## src/rtl/fp16_pkg.sv

```systemverilog
// Shared fp16 format constants and the packed operand view used by the adder.
package fp16_pkg;
  localparam int EXP_W  = 5;
  localparam int FRAC_W = 10;
  localparam int BIAS   = 15;

  // Widened exponent value at which a finite result becomes infinity.
  localparam logic [5:0] EXP_MAX = 6'(2 * BIAS + 1);

  localparam logic [15:0] QNAN    = 16'h7E00;
  localparam logic [15:0] POS_INF = 16'h7C00;
  localparam logic [15:0] NEG_INF = 16'hFC00;

  typedef struct packed {
    logic              sign;
    logic [EXP_W-1:0]  exp;
    logic [FRAC_W-1:0] frac;
  } fp16_t;
endpackage

```

## src/rtl/fp16_lzc.sv

```systemverilog
// Combinational 14-bit leading-zero counter; an all-zero input reports 14.
module fp16_lzc (
  input  logic [13:0] data_i,
  output logic [3:0]  count_o
);
  always_comb begin
    count_o = 4'd14;
    // Ascending scan so the highest set bit is the last one to write.
    for (int i = 0; i < 14; i++) begin
      if (data_i[i]) count_o = 4'(13 - i);
    end
  end
endmodule

```

## src/rtl/fp16_adder.sv

```systemverilog
// Binary16 adder with one output register stage. Define FP16_ADD_RNE_EN for
// round-to-nearest-even; the default build truncates toward zero.
module fp16_adder
  import fp16_pkg::*;
(
  input  logic        clk,
  input  logic        rst,
  input  logic [15:0] num1,
  input  logic [15:0] num2,
  output logic [15:0] result,
  output logic        overflow,
  output logic        zero,
  output logic        nan,
  output logic        precisionLost
);
  fp16_t             a, b, big;
  logic              swap, same_sign;
  logic [EXP_W-1:0]  small_exp;
  logic [FRAC_W-1:0] small_frac;
  logic [5:0]        e_big, e_small, e_diff, e_norm, e_field, shamt;
  logic [10:0]       sig_big, sig_small;
  logic [24:0]       shifted;
  logic [13:0]       a_al, b_al, norm;
  logic [14:0]       sum;
  logic [3:0]        lz;
  logic [15:0]       mag;
  logic              grs, round_up, fin_ovf;
  logic              a_nan, b_nan, a_inf, b_inf;
  logic [15:0]       result_d, result_q;
  logic              overflow_d, overflow_q, zero_d, zero_q;
  logic              nan_d, nan_q, lost_d, lost_q;

  assign a = fp16_t'(num1);
  assign b = fp16_t'(num2);

  // Raw {exp,frac} ordering matches magnitude ordering, subnormals included.
  assign swap       = {b.exp, b.frac} > {a.exp, a.frac};
  assign big        = swap ? b : a;
  assign small_exp  = swap ? a.exp : b.exp;
  assign small_frac = swap ? a.frac : b.frac;
  assign same_sign  = (a.sign == b.sign);

  assign e_big     = (big.exp == '0) ? 6'd1 : {1'b0, big.exp};
  assign e_small   = (small_exp == '0) ? 6'd1 : {1'b0, small_exp};
  assign sig_big   = {big.exp != '0, big.frac};
  assign sig_small = {small_exp != '0, small_frac};
  assign e_diff    = e_big - e_small;

  // Aligned layout: [13:3] significand, [2] guard, [1] round, [0] sticky.
  assign shifted = {sig_small, 14'b0} >> e_diff;
  assign a_al    = {sig_big, 3'b000};
  assign b_al    = (e_diff >= 6'd14) ? {13'b0, |sig_small}
                                     : {shifted[24:12], |shifted[11:0]};
  assign sum     = same_sign ? ({1'b0, a_al} + {1'b0, b_al})
                             : ({1'b0, a_al} - {1'b0, b_al});

  fp16_lzc u_lzc (
    .data_i  (sum[13:0]),
    .count_o (lz)
  );

  always_comb begin
    shamt  = 6'd0;
    norm   = sum[13:0];
    e_norm = e_big;
    if (sum[14]) begin
      norm   = {sum[14:2], |sum[1:0]};
      e_norm = e_big + 6'd1;
    end else begin
      // Stop at exponent 1 so tiny results land in subnormal encoding.
      shamt  = ({2'b00, lz} < (e_big - 6'd1)) ? {2'b00, lz} : (e_big - 6'd1);
      norm   = sum[13:0] << shamt;
      e_norm = e_big - shamt;
    end
  end

  assign grs = |norm[2:0];
`ifdef FP16_ADD_RNE_EN
  assign round_up = norm[2] & (norm[1] | norm[0] | norm[3]);
`else
  assign round_up = 1'b0;
`endif
  // A rounding carry out of the fraction ripples straight into the exponent.
  assign e_field = norm[13] ? e_norm : 6'd0;
  assign mag     = {e_field, norm[12:3]} + {15'b0, round_up};
  assign fin_ovf = (mag[15:10] >= EXP_MAX);

  assign a_nan = (a.exp == 5'h1F) && (a.frac != '0);
  assign b_nan = (b.exp == 5'h1F) && (b.frac != '0);
  assign a_inf = (a.exp == 5'h1F) && (a.frac == '0);
  assign b_inf = (b.exp == 5'h1F) && (b.frac == '0);

  always_comb begin
    result_d   = {big.sign, mag[14:0]};
    overflow_d = 1'b0;
    zero_d     = 1'b0;
    nan_d      = 1'b0;
    lost_d     = 1'b0;
    if (a_nan || b_nan || (a_inf && b_inf && !same_sign)) begin
      result_d = QNAN;
      nan_d    = 1'b1;
    end else if (a_inf) begin
      result_d = num1;
    end else if (b_inf) begin
      result_d = num2;
    end else if (sum == '0) begin
      // Only -0 + -0 keeps a negative sign; exact cancellation gives +0.
      result_d = {a.sign & same_sign, 15'b0};
      zero_d   = 1'b1;
    end else if (fin_ovf) begin
      result_d   = big.sign ? NEG_INF : POS_INF;
      overflow_d = 1'b1;
      lost_d     = grs;
    end else begin
      lost_d = grs;
    end
  end

  always_ff @(posedge clk) begin
    if (rst) begin
      result_q   <= 16'h0000;
      overflow_q <= 1'b0;
      zero_q     <= 1'b0;
      nan_q      <= 1'b0;
      lost_q     <= 1'b0;
    end else begin
      result_q   <= result_d;
      overflow_q <= overflow_d;
      zero_q     <= zero_d;
      nan_q      <= nan_d;
      lost_q     <= lost_d;
    end
  end

  assign result        = result_q;
  assign overflow      = overflow_q;
  assign zero          = zero_q;
  assign nan           = nan_q;
  assign precisionLost = lost_q;
endmodule

```

## config.mk

```make
export PLATFORM = sky130hd
export DESIGN_NAME = fp16_adder
export DESIGN_NICKNAME = d
export VERILOG_FILES = /design/src/rtl/fp16_pkg.sv /design/src/rtl/fp16_lzc.sv /design/src/rtl/fp16_adder.sv
export SDC_FILE = /design/constraint.sdc
export NUM_CORES = 1
export LEC_CHECK = 0
export ABC_CLOCK_PERIOD_IN_PS = 16450
export CAP_MARGIN = 20
export CELL_PAD_IN_SITES_DETAIL_PLACEMENT = 1
export CELL_PAD_IN_SITES_GLOBAL_PLACEMENT = 1
export CORE_AREA = 2 2 134 110
export CTS_CLUSTER_DIAMETER = 150
export DETAILED_ROUTE_END_ITERATION = 7
export DIE_AREA = 0 0 136 112
export PLACE_DENSITY_LB_ADDON = 0.1
export SLEW_MARGIN = 20
export SYNTH_ARGS = -nofsm -noshare
export SYNTH_HDL_FRONTEND = slang
export SYNTH_SLANG_ARGS = --single-unit
```

## constraint.sdc

```tcl
create_clock -name clk -period 16.45 [get_ports clk]
set_clock_uncertainty 0.15 [all_clocks]
set_input_delay 1.645 -clock clk [delete_from_list [all_inputs] [get_ports clk]]
set_output_delay 1.645 -clock clk [all_outputs]
set_load 0.01 [all_outputs]
```

# --- Word level (Yosys, flattened, before mapping) ---
# Index checks and enable logic that the tools add are counted.
totals:
  inputBits: 34
  word_cells: 81
  regBits: 20
  out_inout_bits: 20
op_classes:
  n_addsub: 6
  n_mux: 34
  shifts: 2
  n_lt_le_gt_ge: 4
  eq_ne: 3
  n_reduce_logical: 25
  bitwise_logic: 1
op_table:
  columns: ["cell", "n"]
  rows:
  - ["two-way mux 16 bit", 6]
  - ["two-way mux 4 bit", 8]
  - ["two-way mux 15 bit", 2]
  - ["two-way mux 14 bit", 2]
  - [">> shifter 25 x 6 -> 25 bit", 1]
  - ["zero test 10 bit", 2]
  - ["nonzero test 10 bit", 2]
  - ["two-way mux 6 bit", 3]
  - ["adder 14 x 14 -> 15 bit", 1]
  - ["> comparator 15 bit", 1]
  - ["zero test 15 bit", 1]
  - ["two-way mux 5 bit", 3]
  - ["subtractor 14 x 14 -> 15 bit", 1]
  - ["<< shifter 14 x 6 -> 14 bit", 1]
  - ["two-way mux 3 bit", 4]
  - ["OR reduction 12 bit", 1]
  - ["OR reduction 11 bit", 1]
  - ["== test 5 bit (second input constant)", 2]
  - ["zero test 5 bit", 2]
  - ["two-way mux 10 bit", 1]
  - ["nonzero test 5 bit", 2]
  - ["adder 5 x 1 -> 6 bit (second input constant)", 1]
  - ["greater-or-equal comparator 6 x 4 -> 1 bit (second input constant)", 1]
  - ["greater-or-equal comparator 6 x 5 -> 1 bit (second input constant)", 1]
  - ["other kinds (15)", 25]

# --- Logic depth before layout (Yosys ltp) ---
# Gate-level depths: netlist of run 1.
depth:
  ltp_word: 35
  mapped_depth: 68
  depth_no_buf: 60

# --- Modules after synthesis ---
# Synthesis of run 1 repeated with hierarchy kept, for this count alone.
unflattened:
  hier_cells: 844
  area_unflattened_um2: 5768.0
by_module_without_submodules:
  columns: ["mod", "instances", "area_per_inst_um2", "seq_area_each_um2", "cells_each"]
  rows:
  - ["fp16_adder", 1, 5621.6, 400.4, 819]
  - ["fp16_lzc", 1, 146.4, 0.0, 25]

# --- Least setup slack after synthesis of run 1 ---
# OpenSTA, ideal clock, no wires.
synth_path:
  kind: "input port to flip-flop"
  start: "input num1[14]"
  end: "register result_q[9], in the netlist result[9]"
  setup_ns: 0.116
  arrival_ns: 12.955
  slack_ns: 3.230
  stages: 62
  n_path_buf: 7
  path_cell_list: "inv_1 -> ha_1 -> nand4_4 -> or4_4 -> o31ai_4 -> nand2_4 -> buf_4 -> mux2i_1 -> nand4_1 -> or2_2 -> nand2_1 -> inv_1 -> ha_1 -> inv_1 -> ha_1 -> clkbuf_1 -> nand2_1 -> a2111oi_0 -> [26 not listed] -> buf_6 -> or2_1 -> buf_6 -> clkinv_2 -> buf_6 -> ha_1 -> xnor2_1 -> nor2_1 -> ha_1 -> a31oi_1 -> nand2_1 -> a31oi_1 -> and3_1 -> o2bb2ai_1 -> nor3_1 -> a32o_1 -> or2_1 -> a31o_1"
synth_between:
  elab_chain_cells: 35
  elab_cells_between_ends: 56
  classes_between: "add/sub: 6; order compare: 4; eq/ne: 1; shift: 2; mux: 30; reduce/logical: 13"
synth_rtl:
  columns: ["element", "line", "rtl"]
  rows:
  - ["start: declaration", "fp16_adder.sv:8", "input logic [15:0] num1,"]
  - ["> comparator 15 bit", "fp16_adder.sv:37", "assign swap = {b.exp, b.frac} > {a.exp, a.frac};"]
  - ["two-way mux 16 bit or two-way mux 5 bit (tied branches)", "fp16_adder.sv:38, fp16_adder.sv:39", null]
  - ["zero test 5 bit, on equally long branches", "fp16_adder.sv:43, fp16_adder.sv:44", null]
  - ["two-way mux 5 bit, on equally long branches", "fp16_adder.sv:43, fp16_adder.sv:44", null]
  - ["subtractor 5 x 5 -> 6 bit", "fp16_adder.sv:47", "assign e_diff = e_big - e_small;"]
  - [">> shifter 25 x 6 -> 25 bit", "fp16_adder.sv:50", "assign shifted = {sig_small, 14'b0} >> e_diff;"]
  - ["OR reduction 12 bit", "fp16_adder.sv:53", ": {shifted[24:12], |shifted[11:0]};"]
  - ["two-way mux 14 bit", "fp16_adder.sv:52", "assign b_al = (e_diff >= 6'd14) ? {13'b0, |sig_small}"]
  - ["[19 not listed]", null, null]
  - ["two-way mux 6 bit or two-way mux 14 bit (tied branches)", "fp16_adder.sv:66", "if (sum[14]) begin"]
  - ["two-way mux 6 bit", "fp16_adder.sv:84", "assign e_field = norm[13] ? e_norm : 6'd0;"]
  - ["greater-or-equal comparator 6 x 5 -> 1 bit", "fp16_adder.sv:86", "assign fin_ovf = (mag[15:10] >= EXP_MAX);"]
  - ["two-way mux 16 bit", "fp16_adder.sv:110", "end else if (fin_ovf) begin"]
  - ["two-way mux 16 bit", "fp16_adder.sv:106", "end else if (sum == '0) begin"]
  - ["two-way mux 16 bit", "fp16_adder.sv:104", "end else if (b_inf) begin"]
  - ["two-way mux 16 bit", "fp16_adder.sv:102", "end else if (a_inf) begin"]
  - ["two-way mux 15 bit *", "fp16_adder.sv:99", "if (a_nan || b_nan || (a_inf && b_inf && !same_sign)) begin"]
  - ["end signal: assignment", "fp16_adder.sv:127", "result_q <= result_d;"]
  - ["end: declaration", "fp16_adder.sv:29", "logic [15:0] result_d, result_q;"]
# Mark *: on every way between the ends. The rest lies on a longest branch, timed or not.
# A chain may end at the register's enable or synchronous reset.

# --- Worst setup path after layout of run 1 ---
# Ends and elaborated chain as after synthesis.

==> results of run 1 <==
-- worst max-delay path by stage --
stage | startpoint | end | slack, ns | cells after the start
CTS | num1[14] | result[5] | 0.53 | 58
detailed placement | num1[14] | result[5] | 0.40 | 58
floorplan | num1[14] | result[9] | 3.23 | 62
global route | num1[14] | result[9] | 0.02 | 58
global placement | num1[2] | result[5] | 1.13 | 58
finish | num1[14] | result[9] | 1.05 | 58
-- metal layers --
| metal | part of all wire | vias to the layer above | global-route usage | wire length (um) |
|---|---|---|---|---|
| li1 | - | 3310 | - | - |
| met1 | 0.48 | 3476 | 0.4619 | 11190 |
| met2 | 0.43 | 314 | 0.4710 | 10030 |
| met3 | 0.082 | 26 | 0.04372 | 1917 |
| met4 | 0.011 | 0 | 0.04028 | 251 |
| met5 | 0 | - | 0 | 0 |
-- area by class of cell --
cell class	count	area, um2	share of cell area
multi-input combinational	744	5061	0.7636
timing repair buffer	68	643.1	0.09704
sequential	20	400.4	0.06041
tap	184	230.2	0.03474
inverter	54	203.9	0.03077
clock buffer	4	88.84	0.01340
-- state kept, by name, summed over array words and instances (netlist names) --
| name | flops |
|---|---|
| zero | 1 |
| overflow | 1 |
| nan | 1 |
| result | 16 |
| precisionLost | 1 |
-- critical path: cells and delay by family --
| kind | cells | cell delay [ns] |
|---|---|---|
| compound gates | 16 | 3.59 |
| xor+xnor | 1 | 0.12 |
| fa+ha+maj | 7 | 2.08 |
| buf+inv | 6 | 1.09 |
| mux | 2 | 0.69 |
| simple gates | 26 | 6.15 |
-- power by group through the flow --
stage | clock (mW) | sequential (mW) | combinational, mW
after global placement | 0 | 0.0684 | 0.742
after detailed placement | 0 | 0.0694 | 0.764
after CTS | 0.0585 | 0.0684 | 0.773
after global routing | 0.0609 | 0.0696 | 0.865
after floorplan | 0 | 0.0763 | 0.548
final | 0.0584 | 0.0682 | 0.797
-- metrics by stage --
| stage | utilization | setup slack [ns] | hold slack, ns |
|---|---|---|---|
| after floorplan | - | 3.230 | 1.715 |
| after detailed placement | 0.4653 | 0.4000 | 2.225 |
| after CTS | 0.4717 | 0.5311 | 1.956 |
| after global routing | 0.4749 | 0.02211 | 2.029 |
| final | 0.4749 | 1.046 | 1.963 |
| after global placement | 0.4653 | 1.132 | 2.212 |
-- cell usage in the layout, fill, tap and decap left out, types with 9 or more instances in the layout --
| cell type | Yosys | layout |
|---|---|---|
| a211oi_1 | 12 | 12 |
| a21oi_1 | 69 | 69 |
| a31oi_1 | 11 | 11 |
| and2_1 | 11 | 11 |
| and3_1 | 12 | 11 |
| buf_4 | 2 | 15 |
| clkdlybuf4s50_1 | 0 | 53 |
| dfxtp_1 | 20 | 20 |
| ha_1 | 52 | 52 |
| inv_1 | 52 | 52 |
| mux2i_1 | 21 | 20 |
| nand2_1 | 99 | 99 |
| nand2b_1 | 12 | 12 |
| nand3_1 | 34 | 34 |
| nand4_1 | 10 | 10 |
| nor2_1 | 58 | 58 |
| nor2b_1 | 11 | 11 |
| nor3_1 | 26 | 26 |
| nor4_1 | 12 | 12 |
| o211ai_1 | 10 | 10 |
| o21a_1 | 9 | 9 |
| o21ai_0 | 58 | 58 |
| o21bai_1 | 9 | 9 |
| o22ai_1 | 10 | 10 |
| o31ai_1 | 11 | 11 |
| or2_2 | 10 | 10 |
| or3_1 | 15 | 15 |
| xnor2_1 | 12 | 12 |
-- Yosys cell counts (11+ instances only) --
cell	number
a211oi_1	12
a21oi_1	69
a31oi_1	11
and2_1	11
and3_1	12
clkbuf_1	28
dfxtp_1	20
ha_1	52
inv_1	52
mux2i_1	21
nand2_1	99
nand2b_1	12
nand3_1	34
nor2_1	58
nor2b_1	11
nor3_1	26
nor4_1	12
o21ai_0	58
o31ai_1	11
or3_1	15
xnor2_1	12
-- cell families after synthesis --
| kind of cell | share of synthesized area |
|---|---|
| and+or+nand+nor | 0.3034 |
| buffers and inverters | 0.07135 |
| muxes | 0.06323 |
| xor gates and xnor gates | 0.02542 |
| DFF | 0.06836 |
| AOI/OAI and AO/OA | 0.3538 |
| adders and majority gates | 0.1145 |
-- timing repair --
action,CTS,global route
buffers inserted,0,3
gates resized for setup,0,6
hold buffers,0,0
endpoints found under the setup margin,0,16
==> results_dict.tcl, run 1 <==
set metrics [dict create \
    ir_drop_uv 102.6 \
    async_reset_ff_frac 0 \
    syn_inst 860 \
    synth_cell_types 97 \
    fill_cells 1835 \
    instances_no_fill 1074 \
    ios 54 \
    synth_flop_cell "dfxtp_1" \
    total_leakage_power_nw 2.733 \
    hpwlAfterDp_mm 18.89 \
    gp_congestion 0.9796 \
    grtUsageTotal 0.3067 \
    synth_warnings 0 \
    min-delay-start "num1[15]" \
    seq_area_frac_synth 0.06836 \
    synth_area_per_cell_um2 6.810 \
    worstPathArrival_ns 15.41 \
    combinationalPowerShare 0.863 \
    end_kind "flip-flop" \
    cts.sinks 20 \
    numCtsBuffers 3 \
    worst_setup_path_start_kind "primary input" \
    n_antenna_cell 0 \
    grt-ovfl-total 0 \
    synth_area_leaders "ha_1 11%, dfxtp_1 6.8%, nand2_1 6.3%" \
    stdcell_area_mm2 0.006628 \
    grt_setup_unrepaired "false" \
    critPathKind "primary input to flip-flop" \
    initial_core_util 0.4197 \
    power.share.clock 0.063 \
    die_h_um 112 \
    synth_nets 947 \
    hold_violations 0 \
    crit_path_frequent_cell "ha_1" \
    power_per_cell_area_mw_per_mm2 139.4 \
    vias 7126 \
    die_area_mm2 0.01523 \
    root_buffer "clkbuf_16" \
    power_frac_seq 0.074 \
    htree_levels 1 \
    area_growth_pct 13.16 \
    dr.pass1.iters 5 \
    path_clk_slew_ns 0.06 \
    netlist_area_mm2 0.005857 \
    synth_edf_count 0 \
    internal_power_mw 0.4055 \
    p_sw_mw 0.5183 \
    max_freq_mhz 64.92 \
    tns_ns 0 \
    core-area_mm2 0.01396 \
    final_nets 978 \
    tightest_slew_ns 1.062 \
    wl_per_cell_um 21.78 \
    switching_share 0.5611 \
    tritoncts "built" \
    required_ns 16.45 \
    drive_above_1_share 0.08202 \
    whs_endpoint "result[15]" \
    yosysTopAreaCell "ha_1" \
    drv_cap 0 \
    drc_errors 0 \
    layout_min_cycle_time_ns 15.40 \
    status "finished, final reports clean" \
    min_delay_path_depth 3 \
    place_area_mm2 0.006494 \
    drv_slew 0 \
    synth_seq_cells 20 \
    fp-row-count 39 \
    grt_pass1_wl_mm 38.00 \
    slowest_stage "or4_4" \
    postRouteAntennaNets 0 \
    cpPeakStageDelay_ns 0.55 \
    cp_max_fo 17 \
    wl_mm 23.40 \
    grt_pass1_vias 7021 \
    portBuffers 53 \
    drt_iter0_markers 540 \
    chipWidth_um 136 \
    finalPower_mw 0.9238 \
    post-place-cells 1066 \
    cts_buffer_depth 2 \
    drt-vias-per-instance 6.635 \
    synth_top_area_frac 0.1111 \
    fin_crit_sh 0.9364 \
    hold_class "primary input to flip-flop" \
    setup_viol 0 \
    antenna_found_initial 0 \
    slew_headroom 0.2845 \
    grt_max_degree 40 \
]
No activity file was read; power rests on OpenSTA's default activity.
==> run 2, diff against run 1 <==
CTS_BUF_LIST = sky130_fd_sc_hd__clkbuf_16   (was unset)
==> results_dict.tcl, run 2 (synthesized netlist as in run 1, its figures left out) <==
set metrics [dict create \
    status "finished, final reports clean" \
    drt-vias-per-instance 6.625 \
    worstPathArrival_ns 15.38 \
    critPathKind "primary input to flip-flop" \
    postRouteAntennaNets 0 \
    required_ns 16.45 \
    hold_class "primary input to flip-flop" \
    end_kind "flip-flop" \
    place_area_mm2 0.006494 \
    drv_cap 0 \
    grt_use_met2 0.4687 \
    finalPower_mw 0.9213 \
    fin_util 0.4756 \
    hold_ws_ns 1.962 \
    portBuffers 53 \
    tightest_slew_ns 1.007 \
    instances_no_fill 1076 \
    htree_levels 1 \
    grt_use_met3 0.04372 \
    gp_congestion 0.9796 \
    cp_max_fo 17 \
    die_h_um 112 \
    whs_endpoint "result[15]" \
    min-delay-start "num1[15]" \
    cp-startpoint "num1[14]" \
    layout_min_cycle_time_ns 15.37 \
    drt_iter0_markers 580 \
    area_growth_pct 13.33 \
    cts_buffer_depth 2 \
    min_delay_path_depth 3 \
    chipWidth_um 136 \
    drive_above_1_share 0.08408 \
    worst_setup_path_start_kind "primary input" \
    drv_slew 0 \
    drc_errors 0 \
    grtUsageMet1 0.4617 \
    grt-ovfl-total 0 \
    hold_violations 0 \
    grt_setup_unrepaired "false" \
    path_clk_slew_ns 0.06 \
    ios 54 \
    largest_reg_flops 16 \
    critical-path-top-delay-family "simple AND/OR/NAND/NOR gates" \
    grt_pass1_vias 7013 \
    final_nets 980 \
    grtUsageTotal 0.3060 \
    layout_commonest_cell "nand2_1" \
    total_leakage_power_nw 2.738 \
    power_per_cell_area_mw_per_mm2 138.8 \
    fp-row-count 39 \
    grt_busiest_layer "met2" \
    numCtsBuffers 3 \
    ctsHoldBuffers 0 \
    slowest_stage "or4_4" \
    wl_mm 23.40 \
    setup_viol 0 \
    fin_ws_ns 1.078 \
    pre_cts_ws_ns 0.4000 \
    wl_per_cell_um 21.75 \
    vias 7128 \
    root_buffer "clkbuf_16" \
    antenna_found_initial 0 \
    final_cell_mix "99 x nand2_1, 69 x a21oi_1, 58 x o21ai_0, 58 x nor2_1, 53 x clkdlybuf4s50_1" \
    cpPeakStageDelay_ns 0.55 \
    slew_headroom 0.3265 \
    grt_max_degree 40 \
    crit_path_frequent_cell "ha_1" \
    core-area_mm2 0.01396 \
    initial_core_util 0.4197 \
    dr.pass1.iters 6 \
    tritoncts "built" \
    hpwlAfterDp_mm 18.89 \
    fill_cells 1838 \
    stdcell_area_mm2 0.006638 \
    grt_pass1_wl_mm 37.89 \
    cts.sinks 20 \
    n_antenna_cell 0 \
    post-place-cells 1066 \
    max_freq_mhz 65.05 \
    fin_crit_sh 0.9345 \
    tns_ns 0 \
    ir_drop_uv 102.4 \
    die_area_mm2 0.01523 \
    critPathBufInv 6 \
]
==> run 2: cell type report <==
class	count	area [um2]	area share
clock inverters	1	3.754	0.0005655
clock buffers	3	75.07	0.01131
repair buffers	70	658.1	0.09915
multi-input cells	744	5066	0.7632
inverters	54	203.9	0.03073
flip-flops and latches	20	400.4	0.06032
well taps	184	230.2	0.03468
==> run 2: how the worst max path moves through the flow <==
stage	end	slack, ns	depth (start not counted)
floorplan	result[9]	3.23	62
global placement	result[5]	1.13	58
detailed placement	result[5]	0.40	58
CTS	result[5]	0.53	58
global route	result[9]	0.11	59
finish	result[9]	1.08	58
==> run 2: timing repair <==
action	CTS	global route
buffers inserted	0	5
hold endpoints to repair	0	0
endpoints found under the setup margin	0	16
resized for setup	0	7
==> run 2: layer usage <==
metal	up-vias	wire [um]
met5	-	0
met4	0	303
met3	38	1811
met2	302	9914
met1	3471	11370
li1	3317	-
==> run 2: power by group <==
| part | internal (mW) | switching (mW) |
|---|---|---|
| clock | 0.0325 | 0.0210 |
| combinational | 0.306 | 0.494 |
| sequential | 0.0645 | 0.00374 |
